**config.mk**
```make
export PLATFORM = sky130hd
export DESIGN_NAME = seq_alu
export DESIGN_NICKNAME = d
export VERILOG_FILES = /design/src/rtl/alu_pkg.sv /design/src/rtl/seq_alu_iter.sv /design/src/rtl/seq_alu.sv
export SDC_FILE = /design/constraint.sdc
export NUM_CORES = 1
export LEC_CHECK = 0
export CORE_UTILIZATION = 30
export DETAILED_ROUTE_END_ITERATION = 10
export SETUP_SLACK_MARGIN = 0.15
export SLEW_MARGIN = 20
export SYNTH_ARGS = -nofsm -noshare
export SYNTH_HDL_FRONTEND = slang
export SYNTH_SLANG_ARGS = --single-unit
```
**constraint.sdc**
```tcl
create_clock -name clk -period 7.3 [get_ports clk]
set_input_delay 0.73 -clock clk [delete_from_list [all_inputs] [get_ports clk]]
set_output_delay 0.73 -clock clk [all_outputs]
set_load 0.01 [all_outputs]
```
**src/rtl/alu_pkg.sv**
```systemverilog
// Shared opcodes and FSM state encoding for seq_alu and its iterative datapath.
package alu_pkg;

  localparam logic [3:0] ALU_ADD  = 4'd0;
  localparam logic [3:0] ALU_SUB  = 4'd1;
  localparam logic [3:0] ALU_AND  = 4'd2;
  localparam logic [3:0] ALU_OR   = 4'd3;
  localparam logic [3:0] ALU_XOR  = 4'd4;
  localparam logic [3:0] ALU_NOR  = 4'd5;
  localparam logic [3:0] ALU_SLT  = 4'd6;
  localparam logic [3:0] ALU_SLTU = 4'd7;
  localparam logic [3:0] ALU_SLL  = 4'd8;
  localparam logic [3:0] ALU_SRL  = 4'd9;
  localparam logic [3:0] ALU_SRA  = 4'd10;
  localparam logic [3:0] ALU_MUL  = 4'd11;
  localparam logic [3:0] ALU_DIVU = 4'd12;

  localparam logic MODE_MUL = 1'b0;
  localparam logic MODE_DIV = 1'b1;

  typedef enum logic [1:0] {
    S_IDLE = 2'd0,
    S_MUL  = 2'd1,
    S_DIV  = 2'd2,
    S_DONE = 2'd3
  } state_t;

endpackage

```
**src/rtl/seq_alu_iter.sv**
```systemverilog
// Iterative shift/accumulate datapath shared by MUL (shift-add) and DIVU
// (restoring divide). WIDTH iterations, counter runs WIDTH-1..0.
// hi/lo present the value after the current iteration, so the caller can
// capture the final result on the same edge that retires the last iteration.
// Divider logic is only built when ALU_DIV_EN is defined.
module seq_alu_iter
  import alu_pkg::*;
#(
  parameter int WIDTH = 32
) (
  input  logic             clk,
  input  logic             rst,
  input  logic             start,
  input  logic             mode,
  input  logic [WIDTH-1:0] a,
  input  logic [WIDTH-1:0] b,
  output logic             busy,
  output logic             done,
  output logic [WIDTH-1:0] hi,
  output logic [WIDTH-1:0] lo
);

  localparam int CNT_W = $clog2(WIDTH);

  logic [CNT_W-1:0] cnt;
  logic [WIDTH-1:0] hi_q;
  logic [WIDTH-1:0] lo_q;
  logic [WIDTH-1:0] opb_q;
  logic [WIDTH:0]   sum;

`ifdef ALU_DIV_EN
  logic             mode_q;
  logic [WIDTH:0]   rem_sh;
  logic [WIDTH-1:0] rem_diff;
`else
  logic             unused_mode;
  assign unused_mode = mode;
`endif

  assign done = busy & (cnt == '0);

  // One iteration step: shift-add for MUL, shift-subtract-restore for DIVU.
  always_comb begin
    hi  = hi_q;
    lo  = lo_q;
    sum = '0;
`ifdef ALU_DIV_EN
    rem_sh   = '0;
    rem_diff = '0;
`endif
    if (busy) begin
`ifdef ALU_DIV_EN
      if (mode_q == MODE_DIV) begin
        rem_sh   = {hi_q, lo_q[WIDTH-1]};
        rem_diff = rem_sh[WIDTH-1:0] - opb_q;
        if (rem_sh >= {1'b0, opb_q}) begin
          hi = rem_diff;
          lo = {lo_q[WIDTH-2:0], 1'b1};
        end else begin
          hi = rem_sh[WIDTH-1:0];
          lo = {lo_q[WIDTH-2:0], 1'b0};
        end
      end else
`endif
      begin
        sum = {1'b0, hi_q} + (lo_q[0] ? {1'b0, opb_q} : '0);
        hi  = sum[WIDTH:1];
        lo  = {sum[0], lo_q[WIDTH-2+1:1]};
      end
    end
  end

  // Operand load on start, then one iteration per clock until the counter hits 0.
  always_ff @(posedge clk or posedge rst) begin
    if (rst) begin
      busy  <= 1'b0;
      cnt   <= '0;
      hi_q  <= '0;
      lo_q  <= '0;
      opb_q <= '0;
`ifdef ALU_DIV_EN
      mode_q <= MODE_MUL;
`endif
    end else if (start) begin
      busy  <= 1'b1;
      cnt   <= CNT_W'(WIDTH - 1);
      hi_q  <= '0;
      lo_q  <= a;
      opb_q <= b;
`ifdef ALU_DIV_EN
      mode_q <= mode;
`endif
    end else if (busy) begin
      hi_q <= hi;
      lo_q <= lo;
      cnt  <= cnt - CNT_W'(1);
      if (cnt == '0) busy <= 1'b0;
    end
  end

endmodule

```
**src/rtl/seq_alu.sv**
```systemverilog
// seq_alu: multi-cycle ALU with valid/ready on both sides and registered results.
// Single-cycle ops complete the cycle after accept; MUL (and DIVU when the
// ALU_DIV_EN macro is defined) run WIDTH iterations in seq_alu_iter.
// Without ALU_DIV_EN, op 12 is treated as illegal.
//
//  state  | meaning
//  S_IDLE | no result held, ready for a new op
//  S_MUL  | multiply iterating, input stalled
//  S_DIV  | divide iterating, input stalled
//  S_DONE | result held on outputs until consumed
module seq_alu
  import alu_pkg::*;
#(
  parameter int WIDTH = 32
) (
  input  logic             clk,
  input  logic             rst,
  input  logic             in_valid,
  output logic             in_ready,
  input  logic [3:0]       op,
  input  logic [WIDTH-1:0] a_in,
  input  logic [WIDTH-1:0] b_in,
  output logic             out_valid,
  input  logic             out_ready,
  output logic [WIDTH-1:0] result,
  output logic [WIDTH-1:0] result_hi,
  output logic             zero,
  output logic             overflow,
  output logic             illegal
);

  localparam int SHAMT_W = $clog2(WIDTH);

  state_t             state;
  logic               accept;
  logic               consume;
  logic               is_mul;
  logic               is_div;
  logic               iter_start;
  logic               iter_busy_unused;
  logic               iter_done;
  logic [WIDTH-1:0]   iter_hi;
  logic [WIDTH-1:0]   iter_lo;
  logic [SHAMT_W-1:0] shamt;
  logic [WIDTH-1:0]   sum_ab;
  logic [WIDTH-1:0]   diff_ab;
  logic [WIDTH-1:0]   sc_res;
  logic               sc_ovf;
  logic               sc_ill;

  assign in_ready = ~rst & ((state == S_IDLE) | ((state == S_DONE) & out_ready));
  assign accept   = in_valid & in_ready;
  assign consume  = out_valid & out_ready;

  assign is_mul = (op == ALU_MUL);
`ifdef ALU_DIV_EN
  assign is_div = (op == ALU_DIVU);
`else
  assign is_div = 1'b0;
`endif
  assign iter_start = accept & (is_mul | is_div);

  assign shamt   = b_in[SHAMT_W-1:0];
  assign sum_ab  = a_in + b_in;
  assign diff_ab = a_in - b_in;

  seq_alu_iter #(.WIDTH(WIDTH)) u_iter (
    .clk   (clk),
    .rst   (rst),
    .start (iter_start),
    .mode  (is_div ? MODE_DIV : MODE_MUL),
    .a     (a_in),
    .b     (b_in),
    .busy  (iter_busy_unused),
    .done  (iter_done),
    .hi    (iter_hi),
    .lo    (iter_lo)
  );

  // Single-cycle result and flags, evaluated on the operands being accepted.
  always_comb begin
    sc_res = '0;
    sc_ovf = 1'b0;
    sc_ill = 1'b0;
    case (op)
      ALU_ADD: begin
        sc_res = sum_ab;
        sc_ovf = (a_in[WIDTH-1] == b_in[WIDTH-1]) && (sum_ab[WIDTH-1] != a_in[WIDTH-1]);
      end
      ALU_SUB: begin
        sc_res = diff_ab;
        sc_ovf = (a_in[WIDTH-1] != b_in[WIDTH-1]) && (diff_ab[WIDTH-1] != a_in[WIDTH-1]);
      end
      ALU_AND:  sc_res = a_in & b_in;
      ALU_OR:   sc_res = a_in | b_in;
      ALU_XOR:  sc_res = a_in ^ b_in;
      ALU_NOR:  sc_res = ~(a_in | b_in);
      ALU_SLT:  sc_res = {{(WIDTH-1){1'b0}}, ($signed(a_in) < $signed(b_in))};
      ALU_SLTU: sc_res = {{(WIDTH-1){1'b0}}, (a_in < b_in)};
      ALU_SLL:  sc_res = a_in << shamt;
      ALU_SRL:  sc_res = a_in >> shamt;
      ALU_SRA:  sc_res = $unsigned($signed(a_in) >>> shamt);
      ALU_MUL:  sc_res = '0;
`ifdef ALU_DIV_EN
      ALU_DIVU: sc_res = '0;
`endif
      default:  sc_ill = 1'b1;
    endcase
  end

  // Control FSM and output registers; outputs only change on accept, consume or iterator completion.
  always_ff @(posedge clk or posedge rst) begin
    if (rst) begin
      state     <= S_IDLE;
      out_valid <= 1'b0;
      result    <= '0;
      result_hi <= '0;
      zero      <= 1'b0;
      overflow  <= 1'b0;
      illegal   <= 1'b0;
    end else begin
      case (state)
        S_IDLE, S_DONE: begin
          if (accept) begin
            if (is_mul) begin
              state     <= S_MUL;
              out_valid <= 1'b0;
            end else if (is_div) begin
              state     <= S_DIV;
              out_valid <= 1'b0;
            end else begin
              state     <= S_DONE;
              out_valid <= 1'b1;
              result    <= sc_res;
              result_hi <= '0;
              zero      <= (sc_res == '0);
              overflow  <= sc_ovf;
              illegal   <= sc_ill;
            end
          end else if (consume) begin
            state     <= S_IDLE;
            out_valid <= 1'b0;
          end
        end
        S_MUL, S_DIV: begin
          if (iter_done) begin
            state     <= S_DONE;
            out_valid <= 1'b1;
            result    <= iter_lo;
            result_hi <= iter_hi;
            zero      <= (iter_lo == '0);
            overflow  <= 1'b0;
            illegal   <= 1'b0;
          end
        end
        default: state <= S_IDLE;
      endcase
    end
  end

endmodule

```
Word-level counts from Yosys, hierarchy flattened
Cells that the tools add are included.

cells by class
  add/sub/neg operators = 4
  shift operators = 3
  reductions and logical operators = 13
  $lt $le $gt $ge = 2
  muxes and demuxes = 44
  eq/ne operators = 22
  bitwise operators = 12

operator list
  kind                                                  number
  2-to-1 mux 32 bit                                     13
  case mux 32 bit (11 select lines)                     1
  case mux 32 bit (2 select lines)                      2
  logical NOT 32 bit                                    2
  < comparator 32 bit                                   2
  adder 32 x 33 -> 33 bit                               1
  adder 32 bit                                          1
  AND 32 bit                                            1
  inverter 32 bit                                       1
  OR 32 bit                                             1
  left shift 32 x 5 -> 32 bit                           1
  right shift 32 x 5 -> 32 bit                          1
  >>> shifter 32 x 5 -> 32 bit                          1
  subtractor 32 bit                                     1
  XOR 32 bit                                            1
  equality test 4 x 3 -> 1 bit (second input constant)  4
  equality test 4 bit (second input constant)           4
  2-to-1 mux 1 bit                                      16
  OR reduction 11 bit                                   1
  2-to-1 mux 5 bit                                      2
  case mux 1 bit (2 select lines)                       5
  equality test 4 x 2 -> 1 bit (second input constant)  2
  2-to-1 mux 2 bit                                      4
  AND 1 bit                                             6
  19 further kinds                                      26

storage, ports and cells
  flip-flop bits (word level) = 172
  word-level logic and storage cells = 112
  input port bits = 72

Depth between registers and ports, before layout
  depth after elaboration = 7
  gate-level depth with buffers = 19
  gate-level depth less buffers = 16

Hierarchy
Synthesis repeated with hierarchy kept, for this count alone.

second synthesis, totals
  cells, all modules = 2,461
  area total of the unflattened synthesis = 19,581.3 µm²

by module, submodules not included
  module        times used  cells each  area an instance (µm²)
  seq_alu       1           1,788       12,789.8
  seq_alu_iter  1           673         6,791.5

Least setup slack after synthesis
No wires, ideal clock.

  kind = input to register
  start = input b_in[3]
  end = register zero
  data required time = 7.219 ns
  path buffers = 5
  cell stages on the path = 19
  path slack = 2.469 ns
  library setup time = 0.081 ns
  arrival = 4.751 ns
  cell sequence = buf_2 clkinv_1 clkbuf_1 buf_2 clkbuf_1 ha_1 buf_2 nor4_2 o21ai_1 a31oi_1 a21boi_2 o41ai_1 mux2_1 nor4_2 nand4_1 nor4_1 and4_1 nand4_1 o211ai_2

on the way
  longest elaborated chain between the ends = 7
  elaborated cells on any way between the ends = 16
  classes of those cells = add/sub: 2; order compare: 2; shift: 3; mux: 4; bitwise: 4; reduce/logical: 1

ends and longest elaborated chain
  item                                                       RTL line        source
  start: declaration                                         seq_alu.sv:22   input logic [WIDTH-1:0] b_in,
  branches (longest 2 deep; another with subtractor 32 bit)  -
  case mux 32 bit (11 select lines) (*)                      seq_alu.sv:85   case (op)
  logical NOT 32 bit (*)                                     seq_alu.sv:136  zero <= (sc_res == '0);
  2-to-1 mux 1 bit (*)                                       seq_alu.sv:125  if (is_mul) begin
  2-to-1 mux 1 bit (*)                                       seq_alu.sv:124  if (accept) begin
  case mux 1 bit (2 select lines) (*)                        seq_alu.sv:122  case (state)
  end signal: assignment                                     seq_alu.sv:136
  end signal: assignment                                     seq_alu.sv:151  zero <= (iter_lo == '0);
  end: declaration                                           seq_alu.sv:27   output logic zero,

Every way passes the cells marked *. The select of a mux whose other input is x is not followed.
A chain may end at the register's enable or synchronous reset.

Worst setup path after layout
  start = input a_in[8]
  end = register zero

on the way
  longest elaborated chain between the ends = 7
  elaborated cells on any way between the ends = 16
  classes of those cells = add/sub: 2; order compare: 2; shift: 3; mux: 4; bitwise: 4; reduce/logical: 1

ends and longest elaborated chain
  item                                                       RTL line        source
  start: declaration                                         seq_alu.sv:21   input logic [WIDTH-1:0] a_in,
  branches (longest 2 deep; another with subtractor 32 bit)  -
  case mux 32 bit (11 select lines) (*)                      seq_alu.sv:85
  logical NOT 32 bit (*)                                     seq_alu.sv:136
  2-to-1 mux 1 bit (*)                                       seq_alu.sv:125
  2-to-1 mux 1 bit (*)                                       seq_alu.sv:124
  case mux 1 bit (2 select lines) (*)                        seq_alu.sv:122

Marked as above.

==> flow_summary.json <==
{
  "status": "complete, no violations",
  "async_flop_share_pct": 100,
  "synth_area_sq_um": 18800,
  "crit_slowest_cell": "clkdlybuf4s50_1",
  "die_y_microns": 253,
  "finalCriticalPeriod_ns": 5.74,
  "cts_hold_buf": 0,
  "grt_pass1_vias": 18700,
  "grt_pass1_wl_mm": 128,
  "finalHoldViolations": 0,
  "portBuffers": 140,
  "critPathRequiredTime_ns": 7.68,
  "fp-row-count": 91,
  "ios": 141,
  "crit_type": "in2reg",
  "insertion_delay_ns": 0.45,
  "hp-class": "reg2reg",
  "dpl_worst_slack_ns": 1.29,
  "routed_wl_mm": 87.9,
  "start_util_pct": 30.5,
  "drt_iter0_drc": 2453,
  "clockBufferDepth": 2,
  "antenna_cells": 0,
  "crit_chain": "clkdlybuf4s50_1, inv_1, ha_1, a21oi_1, o211ai_1, a221oi_4, a31oi_1, a221oi_1, o21ai_0, a211oi_1, nand4_1, nor4_1, and4_1, nand4_1, o211ai_2",
  "syn_nets": 2557,
  "ys_ff_latch": 171,
  "clk_pin_slew_worst_paths_ns": 0.08,
  "syn_inst": 2342,
  "h-tree-depth": 4,
  "post-route-period-util_pct": 78.7,
  "multi_input_area_sq_um": 13400,
  "clock-sinks": 171,
  "die-area_sq_um": 63800,
  "first_pass_iters": 8,
  "end_kind": "register",
  "synth.avg_cell_area_sq_um": 8.04,
  "slew_headroom_pct": 26.3,
  "crit_path_start_kind": "primary input",
  "fmax_mhz": 174,
  "routed.top_layer": "met5",
  "postCtsSetupBuffers": 0,
  "antenna_found_initial": 1,
  "yosys.area.top_type_share_pct": 22.7,
  "cts_tree": "built",
  "ff_latch_area_sq_um": 4280,
  "setup_tns_ns": 0,
  "synth_top_area_cell": "dfrtp_1",
  "root_buffer": "clkbuf_16",
  "grt_use_total_pct": 26.9,
  "worstPathMaxFanout": 13,
  "clock_skew_ns": 0.0134,
  "nNetsFinal": 2578,
  "synth_flop_cell": "dfrtp_1",
  "fillCellCount": 6439,
  "vias_per_cell": 6.11,
  "fp.dieW_microns": 253,
  "gr-total-overflow": 0,
  "critical_path.max_stage_delay_ns": 1.03,
  "maxCapViolations": 0,
  "yosysSeqAreaShare_pct": 22.7,
  "power_density_nw_per_um2": 197,
  "final_max_slew_viol_count": 0,
  "vdd_ir_drop_max_uv": 136,
  "ctsResizeCount": 0,
  "vias": 19600,
  "globalplace.congestion": 1.03,
  "rsz0062_at_grt": "no",
  "drt-met1-wl_mm": 38.1,
  "grt_max_degree": 94,
  "route.met3.wl_mm": 7.27,
  "synth.area.top_cells": "dfrtp_1, ha_1, mux2i_1, nand2_1, mux4_2",
  "ys_types": 110,
  "worstPathArrival_ns": 6.12,
  "synth_edf_count": 0,
  "place_hpwl_mm": 68.0,
  "cpMostUsedCell": "nand4_1",
  "worstMarginPinSlew_ns": 1.10,
  "layout_setup_ws_ns": 1.56,
  "detail_route.wl_per_cell_microns": 27.3,
  "coreArea_sq_um": 61800,
  "cellLeakagePower_uw": 0.00893,
  "areaGrowthSynthToFinish_pct": 14.0,
  "drive_gt1_share_pct": 9.22,
  "setup_viol": 0,
  "dr_wl_met2_mm": 39.4,
  "numCtsBuffers": 17,
  "drc": 0,
  "detail-route-antenna-nets": 0,
  "synth_warnings": 0
}
## placed cells by master (no fill, tap or decap), types with 13 or more instances in the layout
| cell | instances |
|---|---|
| nor4_1 | 13 |
| a31oi_1 | 31 |
| nand2_1 | 245 |
| o21ai_1 | 13 |
| xnor2_1 | 31 |
| mux2_2 | 26 |
| clkbuf_16 | 17 |
| nand2b_1 | 15 |
| buf_4 | 48 |
| a22o_1 | 17 |
| a21o_1 | 36 |
| nor2_1 | 205 |
| a211oi_1 | 52 |
| a221oi_1 | 22 |
| clkdlybuf4s50_1 | 135 |
| inv_1 | 103 |
| nor3_1 | 59 |
| o21ai_0 | 156 |
| o221ai_1 | 22 |
| dfrtp_1 | 170 |
| o22ai_1 | 23 |
| a21oi_1 | 160 |
| nor2b_1 | 22 |
| and2_1 | 44 |
| mux2i_1 | 104 |
| ha_1 | 140 |
| o21a_1 | 18 |
| nand4_1 | 19 |
| a22oi_1 | 38 |
| mux4_2 | 40 |
| nand3_1 | 43 |
| o211ai_1 | 27 |
| and3_1 | 14 |
## layer usage
| metal | global-route usage (%) | vias up |
|---|---|---|
| met3 | 5.04 | 169 |
| li1 | - | 8728 |
| met5 | 0 | - |
| met4 | 9.09 | 2 |
| met1 | 36.7 | 9687 |
| met2 | 42.3 | 1046 |
## worst max-delay path, delay by kind of cell
family	cells	cell delay (ns)
AOI/OAI and AO/OA	8	2.49
adders and majority gates	1	0.51
buffers and inverters	2	1.13
and+or+nand+nor	4	1.24
## cell type report
cell class / count / area share, %
inverters: 109 / 1.93
flip-flops and latches: 171 / 19.9
multi-input cells: 1875 / 62.3
clock buffers: 17 / 1.98
well taps: 837 / 4.88
repair buffers: 189 / 8.13
clock inverters: 15 / 0.810
## metrics by stage
step	power, uW	instance area, sq um	instances	utilization (%)	hold slack, ns
floorplan	2450	18800	2342	-	0.442
global placement	3260	20900	3180	33.7	0.455
detailed placement	3270	20900	3181	33.8	0.462
CTS	4210	21500	3213	34.7	0.478
global route	4440	21500	3213	34.7	0.488
finish	4230	21500	3213	34.7	0.474
## final timing paths
check | to | depth (start not counted) | slack, ns | start
setup / recovery | zero$_DFFE_PP0P_ | 15 | 1.56 | a_in[8]
hold / removal | u_iter.opb_q[12]$_DFFE_PP0P_ | 2 | 0.47 | u_iter.opb_q[12]$_DFFE_PP0P_
setup reg to reg | zero$_DFFE_PP0P_ | 14 | 2.62 | out_valid$_DFFE_PP0P_
hold reg to reg | u_iter.opb_q[12]$_DFFE_PP0P_ | 2 | 0.47 | u_iter.opb_q[12]$_DFFE_PP0P_
max in group asynchronous | u_iter.busy$_DFF_PP0_ | 3 | 5.19 | rst
min in group asynchronous | result_hi[9]$_DFFE_PP0P_ | 2 | 0.86 | rst
## cell families after synthesis
family	count (synthesis)	share of synthesized area, %
xor gates and xnor gates	39	1.85
adders and majority gates	143	9.62
DFF	171	22.7
and+or+nand+nor	744	18.6
buffers and inverters	296	6.48
AOI/OAI and AO/OA	765	27.9
muxes	184	12.8
## sequential cells by signal, summed over array words and instances (netlist names)
signal and cells:
illegal 1, u_iter.opb_q 32, state 1, u_iter.lo_q 32, u_iter.hi_q 32, out_valid 1, result_hi 32, result 32
overflow 1, u_iter.cnt 5, u_iter.busy 1, zero 1
## power by group
| part | switching, uW | leakage (uW) | internal (uW) |
|---|---|---|---|
| combinational | 1160 | 0.00650 | 763 |
| sequential | 213 | 0.00214 | 1160 |
| clock | 440 | 0.000293 | 491 |
## synth_stat cells (18+ instances only)
cell and instances:
a211oi_1 52, a21o_1 36, a21oi_1 160, a221oi_1 22
a22oi_1 38, a31oi_1 31, and2_1 44, buf_1 18
buf_2 33, clkbuf_1 125, dfrtp_1 171, ha_1 140
inv_1 104, mux2_2 26, mux2i_1 104, mux4_2 40
nand2_1 245, nand3_1 44, nand4_1 19, nor2_1 206
nor2b_1 23, nor3_1 62, o211ai_1 27, o21a_1 18
o21ai_0 157, o221ai_1 22, o22ai_1 23, xnor2_1 31
Power figures use the tool's default switching activity.
